===== src/rtl/dm_bus_arbiter.sv =====
// Shares the debug module's single system-bus master port between NrReq requesters.
// Define DM_BUS_ARB_FIXED_PRIO_EN for fixed priority (lowest index wins) instead of round-robin.
module dm_bus_arbiter #(
    parameter int unsigned NrReq          = 2,
    parameter int unsigned BusWidth       = 32,
    parameter int unsigned MaxOutstanding = 2
) (
    input  logic                               clk_i,
    input  logic                               rst_ni,
    input  logic [NrReq-1:0]                   req_i,
    input  logic [NrReq-1:0]                   we_i,
    input  logic [NrReq-1:0][BusWidth-1:0]     add_i,
    input  logic [NrReq-1:0][BusWidth-1:0]     wdata_i,
    input  logic [NrReq-1:0][BusWidth/8-1:0]   be_i,
    output logic [NrReq-1:0]                   gnt_o,
    output logic [NrReq-1:0]                   r_valid_o,
    output logic [BusWidth-1:0]                r_rdata_o,
    output logic                               master_req_o,
    output logic [BusWidth-1:0]                master_add_o,
    output logic                               master_we_o,
    output logic [BusWidth-1:0]                master_wdata_o,
    output logic [BusWidth/8-1:0]              master_be_o,
    input  logic                               master_gnt_i,
    input  logic                               master_r_valid_i,
    input  logic [BusWidth-1:0]                master_r_rdata_i,
    output logic                               busy_o,
    output logic                               err_o
);

    localparam int unsigned IdW  = (NrReq > 1) ? $clog2(NrReq) : 1;
    localparam int unsigned PtrW = (MaxOutstanding > 1) ? $clog2(MaxOutstanding) : 1;
    localparam int unsigned CntW = $clog2(MaxOutstanding + 1);

    localparam logic [IdW-1:0]  LastReq = IdW'(NrReq - 1);
    localparam logic [PtrW-1:0] LastPtr = PtrW'(MaxOutstanding - 1);
    localparam logic [CntW-1:0] MaxCnt  = CntW'(MaxOutstanding);

    if (BusWidth != 32 && BusWidth != 64) begin : g_bad_width
        $fatal(1, "dm_bus_arbiter: BusWidth must be 32 or 64");
    end
    if (NrReq < 2) begin : g_bad_nrreq
        $fatal(1, "dm_bus_arbiter: NrReq must be at least 2");
    end
    if (MaxOutstanding < 1) begin : g_bad_depth
        $fatal(1, "dm_bus_arbiter: MaxOutstanding must be at least 1");
    end

    logic                              lock_q, lock_d;
    logic [IdW-1:0]                    lock_id_q, lock_id_d;
    logic [MaxOutstanding-1:0][IdW-1:0] id_q, id_d;
    logic [PtrW-1:0]                   wptr_q, wptr_d, rptr_q, rptr_d;
    logic [CntW-1:0]                   count_q, count_d;

    logic [IdW-1:0] arb_sel, sel, head;
    logic           valid_sel, full, empty, grant, push, pop;

    // ---------------------------------------------------------------------
    // Requester selection
    // ---------------------------------------------------------------------
`ifdef DM_BUS_ARB_FIXED_PRIO_EN
    always_comb begin
        arb_sel = '0;
        for (int i = NrReq - 1; i >= 0; i--) begin
            if (req_i[i]) begin
                arb_sel = IdW'(i);
            end
        end
    end
`else
    logic [IdW-1:0] rr_ptr_q, rr_ptr_d;
    logic [IdW-1:0] arb_cand;
    logic           arb_found;

    always_comb begin
        arb_sel   = rr_ptr_q;
        arb_found = 1'b0;
        arb_cand  = '0;
        for (int unsigned k = 0; k < NrReq; k++) begin
            arb_cand = IdW'((32'(rr_ptr_q) + k) % NrReq);
            if (!arb_found && req_i[arb_cand]) begin
                arb_sel   = arb_cand;
                arb_found = 1'b1;
            end
        end
    end

    always_comb begin
        rr_ptr_d = rr_ptr_q;
        if (grant) begin
            rr_ptr_d = (sel == LastReq) ? '0 : sel + IdW'(1);
        end
    end

    always_ff @(posedge clk_i or negedge rst_ni) begin
        if (!rst_ni) begin
            rr_ptr_q <= '0;
        end else begin
            rr_ptr_q <= rr_ptr_d;
        end
    end
`endif

    assign sel       = lock_q ? lock_id_q : arb_sel;
    assign valid_sel = req_i[sel];
    // Stall only looks at the registered count: a same-cycle pop does not free a slot.
    assign full      = (count_q == MaxCnt);
    assign empty     = (count_q == '0);
    assign head      = id_q[rptr_q];

    // Outputs are forced low while reset is held, regardless of requester inputs.
    assign master_req_o = rst_ni & valid_sel & ~full;
    assign grant        = master_req_o & master_gnt_i;
    assign push         = grant;
    assign pop          = rst_ni & master_r_valid_i & ~empty;

    // ---------------------------------------------------------------------
    // Output routing
    // ---------------------------------------------------------------------
    always_comb begin
        gnt_o          = '0;
        r_valid_o      = '0;
        master_add_o   = '0;
        master_we_o    = 1'b0;
        master_wdata_o = '0;
        master_be_o    = '0;
        if (rst_ni && valid_sel) begin
            master_add_o   = add_i[sel];
            master_we_o    = we_i[sel];
            master_wdata_o = wdata_i[sel];
            master_be_o    = be_i[sel];
        end
        if (grant) begin
            gnt_o[sel] = 1'b1;
        end
        if (pop) begin
            r_valid_o[head] = 1'b1;
        end
    end

    assign r_rdata_o = rst_ni ? master_r_rdata_i : '0;
    assign err_o     = rst_ni & master_r_valid_i & empty;
    assign busy_o    = rst_ni & (~empty | master_req_o);

    // ---------------------------------------------------------------------
    // Lock and response-ID FIFO
    // ---------------------------------------------------------------------
    always_comb begin
        lock_d    = lock_q;
        lock_id_d = lock_id_q;
        if (grant) begin
            lock_d = 1'b0;
        end else if (master_req_o) begin
            lock_d    = 1'b1;
            lock_id_d = sel;
        end else if (lock_q && !req_i[lock_id_q]) begin
            // Requester withdrew before its grant; re-arbitrate next cycle.
            lock_d = 1'b0;
        end
    end

    always_comb begin
        id_d    = id_q;
        wptr_d  = wptr_q;
        rptr_d  = rptr_q;
        count_d = count_q;
        if (push) begin
            id_d[wptr_q] = sel;
            wptr_d       = (wptr_q == LastPtr) ? '0 : wptr_q + PtrW'(1);
        end
        if (pop) begin
            rptr_d = (rptr_q == LastPtr) ? '0 : rptr_q + PtrW'(1);
        end
        unique case ({push, pop})
            2'b10:   count_d = count_q + CntW'(1);
            2'b01:   count_d = count_q - CntW'(1);
            default: count_d = count_q;
        endcase
    end

    always_ff @(posedge clk_i or negedge rst_ni) begin
        if (!rst_ni) begin
            lock_q    <= 1'b0;
            lock_id_q <= '0;
            id_q      <= '0;
            wptr_q    <= '0;
            rptr_q    <= '0;
            count_q   <= '0;
        end else begin
            lock_q    <= lock_d;
            lock_id_q <= lock_id_d;
            id_q      <= id_d;
            wptr_q    <= wptr_d;
            rptr_q    <= rptr_d;
            count_q   <= count_d;
        end
    end

endmodule


===== config.mk =====
export PLATFORM = sky130hd
export DESIGN_NAME = dm_bus_arbiter
export DESIGN_NICKNAME = d
export VERILOG_FILES = /design/src/rtl/dm_bus_arbiter.sv
export SDC_FILE = /design/constraint.sdc
export NUM_CORES = 1
export LEC_CHECK = 0
export BUFFER_PORTS_ARGS = -buffer_cell sky130_fd_sc_hd__buf_2
export CORE_AREA = 8 8 104 106
export CTS_BUF_LIST = sky130_fd_sc_hd__clkbuf_4
export CTS_CLUSTER_DIAMETER = 30
export CTS_CLUSTER_SIZE = 8
export DETAILED_ROUTE_END_ITERATION = 8
export DIE_AREA = 0 0 112 114
export PLACE_DENSITY = 0.65
export SYNTH_ARGS = -nofsm -noshare
export SYNTH_HDL_FRONTEND = slang
export SYNTH_SLANG_ARGS = --single-unit

===== constraint.sdc =====
create_clock -name clk_i -period 1.85 [get_ports clk_i]
set_input_delay 0.37 -clock clk_i [delete_from_list [all_inputs] [get_ports clk_i]]
set_output_delay 0.37 -clock clk_i [all_outputs]
set_load 0.05 [all_outputs]

# Word-level counts from Yosys, hierarchy flattened
# Cells that the tools add are included.
[classes]
addsub = 6
n_lt_le_gt_ge = 10
eq_ne = 3
muxes = 42
bitwise_logic = 11
reduce_logical = 12
[ops]
columns = ["op", "count"]
rows = [
  ["2-to-1 mux 32 bit", 7],
  ["2-to-1 mux 1 bit", 25],
  ["less-than comparator 1 x 2 -> 1 bit, second input constant", 7],
  ["2-to-1 mux 4 bit", 3],
  ["bitwise AND 1 bit", 7],
  ["logical AND 1 bit", 6],
  ["adder 1 bit, second input constant", 4],
  ["equality test 2 bit, second input constant", 2],
  ["2-to-1 mux 2 bit", 2],
  ["one-hot mux 2 bit (2 select lines)", 1],
  ["demux 1 bit (select 1 bit)", 3],
  ["greater-or-equal comparator 1 bit, second input constant", 3],
  ["inverter 1 bit", 3],
  ["nonzero test 3 bit", 1],
  ["adder 2 x 1 -> 2 bit, second input constant", 1],
  ["bitwise mux 2 bit", 1],
  ["equality test 2 x 1 -> 1 bit, second input constant", 1],
  ["zero test 1 bit", 2],
  ["zero test 2 bit", 1],
  ["AND reduction 2 bit", 1],
  ["nonzero test 2 bit", 1],
  ["subtractor 2 x 1 -> 2 bit, second input constant", 1],
  ["bitwise OR 1 bit", 1],
]
[totals]
register_bits = 9
inputBits = 176

# Longest topological paths before layout
# Gate-level depths: netlist (run 1).
[depth]
word_depth = 14
ltp_mapped = 9
ltp_nobuf = 7

# Worst setup path after synthesis (run 1)
# No wires, ideal clock.
[synth_path]
kind = "register to output"
start = "register lock_q"
end = "output master_add_o[10]"
arrival_time_ns = 1.982
t_required_ns = 1.480
setup_slack_ns = -0.502
path_stages_with_launch = 7
n_path_buf = 2
cell_sequence = "dfrtp_1 > nand2_1 > o21ai_0 > or2_1 > buf_2 > buf_4 > a21oi_1"
[synth_between]
elab_chain_len = 5
[synth_lines]
columns = ["item", "line_no", "rtl"]
rows = [
  ["start: declaration", "48", "logic lock_q, lock_d;"],
  ["start signal: assignment", "189", "lock_q <= lock_d;"],
  ["2-to-1 mux 1 bit *", "103", "assign sel = lock_q ? lock_id_q : arb_sel;"],
  ["2-to-1 mux 1 bit (implied by the code) (2 in a row)", "104", "assign valid_sel = req_i[sel];"],
  ["logical AND 1 bit", "126", "if (rst_ni && valid_sel) begin"],
  ["2-to-1 mux 32 bit *", "126", ""],
  ["end: declaration", "19", "output logic [BusWidth-1:0] master_add_o,"],
]
# Every way passes the cells marked *; elsewhere a longest branch is shown, timed or not. The select of a mux whose other input is x is not followed.

# Final worst setup path (run 1)
[layout_path]
start = "register lock_q"
end = "output master_add_o[31]"
# The elaborated chain is that of the path after synthesis.

==> results.toml, run 1 <==
[place]
io_buffers = 283
dp_hpwl_mm = 9.68
gp_congestion = 0.945
dpl_cell_area_um2 = 3850
dp_slack_ns = -0.271

[finish]
area_growth_pct = 193
fillers = 788
nets = 800
final_area_um2 = 5250
drive_above_1_share = 0.777

[worst_setup_path]
crit_type = "flip-flop to output pin"
r2r_setup_slack_ns = -0.01
rr_startpoint = "lock_q$_DFFE_PN0P_"
path_delay_family = "buffers and inverters"
critical_path.endpoint_type = "output pin"
path_max_fanout = 11
reg2regPathDepth = 9
crit_path_start_kind = "flip-flop"
crit_chain = "buf_4 -> o31a_4 -> clkbuf_16 -> nand2_1 -> a21oi_4 -> buf_6"
worst-endpoint-arrival_ns = 1.92
critPathBufInv = 3
critPathSlowestCell = "dfrtp_2"
cp.required_ns = 1.48
max_stage_delay_ns = 0.47
reg2reg_to = "count_q[1]$_DFFE_PN0P_"

[routing]
wl_per_cell_um = 19.7
vias_per_cell = 4.71
via_count = 3459
antenna_violating_nets_post_route = 0
routed_wl_mm = 14.5
dr.pass1.iters = 4
drt-initial-drc-count = 245
drc = 0

[timing]
min_period_over_period = 1.24
skew_ns = 0.000401
slew_viol_final = 0
period_needed_ns = 2.29
grt_setup_unrepaired = "yes"
setup-violations-final = 73
slew_headroom = 0.739
fmax_ghz = 0.436
tightest_slew_ns = 0.389
hold_violations = 0
fin_ws_ns = -0.441

[floorplan]
num_rows = 35
coreArea_um2 = 9110
io_pins = 284
die_y_um = 114
start_util = 0.197
dieArea_um2 = 12800
chipWidth_um = 112

[grt]
grt_pass1_vias = 3362
grtUsageTotal = 0.176
grt_pass1_wl_mm = 18.5
antenna_found_initial = 3
grt_overflow = 0
grt_max_degree = 45

[logic_synthesis]
dominantRegCellSynth = "dfrtp_1"
synth_edf_count = 0
synth_area_leaders = "nand2_1 30%, a21oi_1 20%, dfrtp_1 13%"
async_flop_share = 1.00
syn_avg_cell_area_um2 = 5.60
syn_area_um2 = 1790
synth_most_common_cell = "nand2_1"
synth_cells = 320
synth_top_cell_area_share = 0.297
synth_cell_types = 30
ys_top_cells_by_count = "142 x nand2_1, 70 x a21oi_1, 32 x and2_1, 12 x buf_2, 9 x dfrtp_1"
seq_area_frac_synth = 0.126
ys_warn_count = 0
ys_seq_elements = 9
synth_top_area_cell = "nand2_1"
synth_fp_nets = 497

[clock_tree]
htree_levels = 1
tritoncts = "yes"
cts_root_buffer = "clkbuf_4"
clkSinkCount = 9
cts_buffers = 3
insertion_delay_ns = 0.26
clockBufferDepth = 2
clk_pin_slew_ns = 0.06
cts_hold_buffers = 0

[worst_hold_path]
min_path_type = "input pin to asynchronous set/reset pin"

[run_status]
violations = "setup timing"
status = "complete, but fails checks"

[power_and_ir_drop]
p_per_area_nw_per_um2 = 1250
vdd_drop_max_mv = 0.734
p_leak_nw = 2.58

[run]
cap_violations = 0
-- registers in the layout (all words and copies together) (netlist names) --
name	cells
rr_ptr_q	1
count_q	2
lock_q	1
wptr_q	1
lock_id_q	1
rptr_q	1
id_q	2
-- cells by family (layout without fill, tap and decap cells) --
| family | count (synthesis) | count (layout) | share of synthesized area |
|---|---|---|---|
| mux | 4 | 4 | 0.0244 |
| buf+inv | 30 | 332 | 0.115 |
| flops | 9 | 9 | 0.126 |
| xor+xnor | 5 | 5 | 0.0244 |
| compound gates | 82 | 82 | 0.249 |
| other cells | 0 | 1 | 0 |
| simple gates | 189 | 189 | 0.454 |
| fa+ha+maj | 1 | 1 | 0.00698 |
-- cell usage in the layout (no fill, tap or decap), types with 6 or more instances in the layout --
| master | count |
|---|---|
| nand2_4 | 23 |
| buf_2 | 198 |
| buf_6 | 68 |
| nand2_1 | 72 |
| buf_4 | 22 |
| a21oi_1 | 8 |
| clkbuf_16 | 7 |
| buf_12 | 7 |
| buf_8 | 10 |
| clkbuf_4 | 13 |
| a21oi_2 | 29 |
| a21oi_4 | 33 |
| buf_16 | 6 |
| dfrtp_1 | 7 |
| and2_1 | 32 |
| nand2_2 | 47 |
-- area by class of cell --
type	instances	area (um^2)	area share
antenna	1	2.50	0.000477
clock buffer	4	30.0	0.00572
inverter	1	3.75	0.000715
multi-input combinational	281	2230	0.424
sequential	9	228	0.0434
tap	111	139	0.0265
timing repair buffer	327	2620	0.499
-- power by group --
group	leakage, nW	switching (mW)	internal, mW
combinational	2.46	3.52	2.50
clock	0.0184	0.0696	0.0979
sequential	0.107	0.106	0.296
-- worst min-delay path, cell delays in order --
cell	delay, ns
buf_2	0.10
buf_4	0.11
buf_4	0.19
-- metrics by stage --
| stage | power, mW | hold slack (ns) | util | TNS [ns] | std cells |
|---|---|---|---|---|---|
| floorplan | 3.49 | 0.0744 | - | -18.27 | 320 |
| global placement | 4.33 | 0.413 | 0.422 | -12.16 | 705 |
| detailed placement | 4.40 | 0.415 | 0.422 | -14.32 | 705 |
| CTS | 5.38 | 0.134 | 0.486 | -22.48 | 716 |
| global route | 6.90 | 0.165 | 0.576 | -30.78 | 733 |
| finish | 6.59 | 0.162 | 0.576 | -25.63 | 734 |
-- routing by layer --
| layer | vias to the layer above | routed length [um] | global-route usage |
|---|---|---|---|
| met2 | 162 | 7390 | 0.313 |
| met5 | - | 27 | 0 |
| met1 | 1629 | 5830 | 0.210 |
| met3 | 16 | 1100 | 0.0534 |
| met4 | 4 | 121 | 0.0180 |
| li1 | 1648 | - | - |
-- worst max path at each step --
stage | startpoint | end | slack [ns] | cells past startpoint
5_1_grt | rr_ptr_q$_DFFE_PN0P_ | master_add_o[31] | -0.51 | 6
6_report | lock_q$_DFFE_PN0P_ | master_add_o[31] | -0.44 | 6
3_3_place_gp | req_i[0] | master_add_o[18] | -0.24 | 7
2_1_floorplan | lock_q$_DFFE_PN0P_ | master_add_o[15] | -0.48 | 4
3_5_place_dp | req_i[1] | master_add_o[18] | -0.27 | 7
4_1_cts | rr_ptr_q$_DFFE_PN0P_ | master_add_o[15] | -0.37 | 8
-- timing repair --
item / 4_1_cts / 5_1_grt
buffers inserted: 3 / 5
gates cloned: 4 / 12
hold endpoints to repair: 0 / 0
pin swaps: 9 / 25
resized for setup: 141 / 155
setup endpoints to repair: 75 / 108
Note: power is estimated with default switching activity, not from simulation.
==> inputs of run 2 (changes only) <==
--- a/config.mk
+++ b/config.mk
@@ -6,13 +6,13 @@
 export NUM_CORES = 1
 export LEC_CHECK = 0
 export BUFFER_PORTS_ARGS = -buffer_cell sky130_fd_sc_hd__buf_2
-export CORE_AREA = 8 8 104 106
+export CORE_AREA = 8 8 105 107
 export CTS_BUF_LIST = sky130_fd_sc_hd__clkbuf_4
 export CTS_CLUSTER_DIAMETER = 30
 export CTS_CLUSTER_SIZE = 8
 export DETAILED_ROUTE_END_ITERATION = 8
-export DIE_AREA = 0 0 112 114
-export PLACE_DENSITY = 0.65
+export DIE_AREA = 0 0 113 115
+export PLACE_DENSITY = 0.62
 export SYNTH_ARGS = -nofsm -noshare
 export SYNTH_HDL_FRONTEND = slang
 export SYNTH_SLANG_ARGS = --single-unit
==> constraint.sdc (replaced) <==
create_clock -name clk_i -period 2.62 [get_ports clk_i]
set_input_delay 0.524 -clock clk_i [delete_from_list [all_inputs] [get_ports clk_i]]
set_output_delay 0.524 -clock clk_i [all_outputs]
set_load 0.1 [all_outputs]
==> run 2 against run 1 <==
Against the previous run:
- the flow now finishes without violations
- die area grew 1.8%
- flip-flop and latch count is the same
- cell area shrank 9.1%
- clock-buffer cell count is the same
- global-route usage shrank 2.6 points
- worst hold slack lost 0.082 ns
- critical path depth is the same
==> results.toml, run 2 (same netlist as run 1, synthesis figures left out) <==
[finish]
top_regs = "count_q x2, id_q x2"
layout_commonest_cell = "buf_2"
final_cell_mix = "208 x buf_2, 141 x nand2_1, 81 x buf_12"
nets = 766
drive_above_1_share = 0.588
diodes = 0
area_growth_pct = 166
final_util = 0.504

[routing]
antenna_violating_nets_post_route = 0
drt-initial-drc-count = 168
via_count = 3158
drc = 0
wl_per_cell_um = 15.1
vias_per_cell = 4.50
routed_wl_mm = 10.6
dr.pass1.iters = 4

[timing]
slew_viol_final = 0
fin_tns_setup_ns = 0
period_needed_ns = 2.53
hold_ws_ns = 0.0795
slew_headroom = 0.671
grt_setup_unrepaired = "no"
skew_ns = 0.00429
hold_violations = 0
min_period_over_period = 0.965
tightest_slew_ns = 0.497
setup-violations-final = 0
fmax_ghz = 0.395

[power_and_ir_drop]
p_per_area_nw_per_um2 = 1010
p_leak_nw = 2.31
vdd_drop_max_mv = 0.606

[worst_setup_path]
reg2reg_to = "count_q[1]$_DFFE_PN0P_"
path_max_fanout = 42
reg2regPathDepth = 6
cp.required_ns = 2.10
rr_startpoint = "count_q[0]$_DFFE_PN0P_"
critical_path.endpoint_type = "output pin"
crit_type = "flip-flop to output pin"
worst-endpoint-arrival_ns = 2.01
crit_path_start_kind = "flip-flop"
r2r_setup_slack_ns = 0.64

[floorplan]
coreArea_um2 = 9460
die_y_um = 115
io_pins = 284
dieArea_um2 = 13000
start_util = 0.189
chipWidth_um = 113
num_rows = 36

[clock_tree]
clockBufferDepth = 2
post_cts_buffers = 0
cts_root_buffer = "clkbuf_4"
cts_buffers = 3
htree_levels = 1
clk_pin_slew_ns = 0.06
cts_hold_buffers = 0
tritoncts = "yes"
insertion_delay_ns = 0.26
clkSinkCount = 9

[grt]
grt_pass1_vias = 3341
grt_max_degree = 43
antenna_found_initial = 0
grt_pass1_wl_mm = 16.4
grtUsageTotal = 0.150
grt_overflow = 0

[run]
cap_violations = 0

[place]
io_buffers = 283
gp_congestion = 0.830
dp_hpwl_mm = 9.16

[worst_hold_path]
min_path_type = "input pin to asynchronous set/reset pin"

[run_status]
status = "complete, no violations"
run 2: cell types whose count changed in the layout (fill, tap and decap cells not counted), sizes merged:
cell    delta
diode      -1
clkbuf    -16
buf       -18
run 2: power by group:
part,internal [mW],leakage [nW],switching [mW]
registers,0.206,0.110,0.0878
logic,1.47,2.18,2.96
clock network,0.0691,0.0184,0.0490
run 2: layer usage:
metal	track usage	vias to the layer above	part of all wire
met4	0.0187	0	0.0028
li1	-	1571	-
met1	0.154	1410	0.36
met2	0.288	173	0.53
met3	0.0593	4	0.11
met5	0	-	0
run 2: through the flow:
stage / std cells / power (mW) / area (um^2) / setup WS [ns]
final: 702 / 4.84 / 4770 / 0.0908
after global routing: 702 / 5.06 / 4770 / 0.00786
after CTS: 702 / 4.85 / 4720 / 0.0315
after detailed placement: 698 / 4.72 / 4680 / 0.120
after global placement: 698 / 4.65 / 4680 / 0.208
after floorplan: 320 / 3.27 / 2050 / -0.732
run 2: layout make-up:
cell class | count | area, um^2
Clock buffer | 4 | 30.0
Sequential cell | 9 | 225
Fill cell | 903 | 4690
Multi-Input combinational cell | 281 | 1680
Inverter | 1 | 3.75
Timing Repair Buffer | 293 | 2690
Tap cell | 114 | 143
run 2: worst max path at each step:
| stage | from | end | slack, ns |
|---|---|---|---|
| 2_1_floorplan | req_i[0] | master_add_o[22] | -0.73 |
| 3_3_place_gp | req_i[1] | master_wdata_o[3] | 0.21 |
| 3_5_place_dp | req_i[1] | master_wdata_o[31] | 0.12 |
| 4_1_cts | lock_q$_DFFE_PN0P_ | master_add_o[14] | 0.03 |
| 5_1_grt | rr_ptr_q$_DFFE_PN0P_ | master_we_o | 0.008 |
| 6_report | rr_ptr_q$_DFFE_PN0P_ | master_wdata_o[19] | 0.09 |
run 2: repair_timing:
item / in CTS / in global routing
hold endpoints to repair: 0 / 0
setup endpoints to repair: 42 / 40
resized for setup: 3 / 14
run 2: worst max-delay path, cell delays in order, from the launching register on:
cell      delay, ns
dfrtp_1        0.40
a21boi_1       0.31
o31a_2         0.25
buf_12         0.21
nand2_1        0.08
a21oi_1        0.24
buf_12         0.22
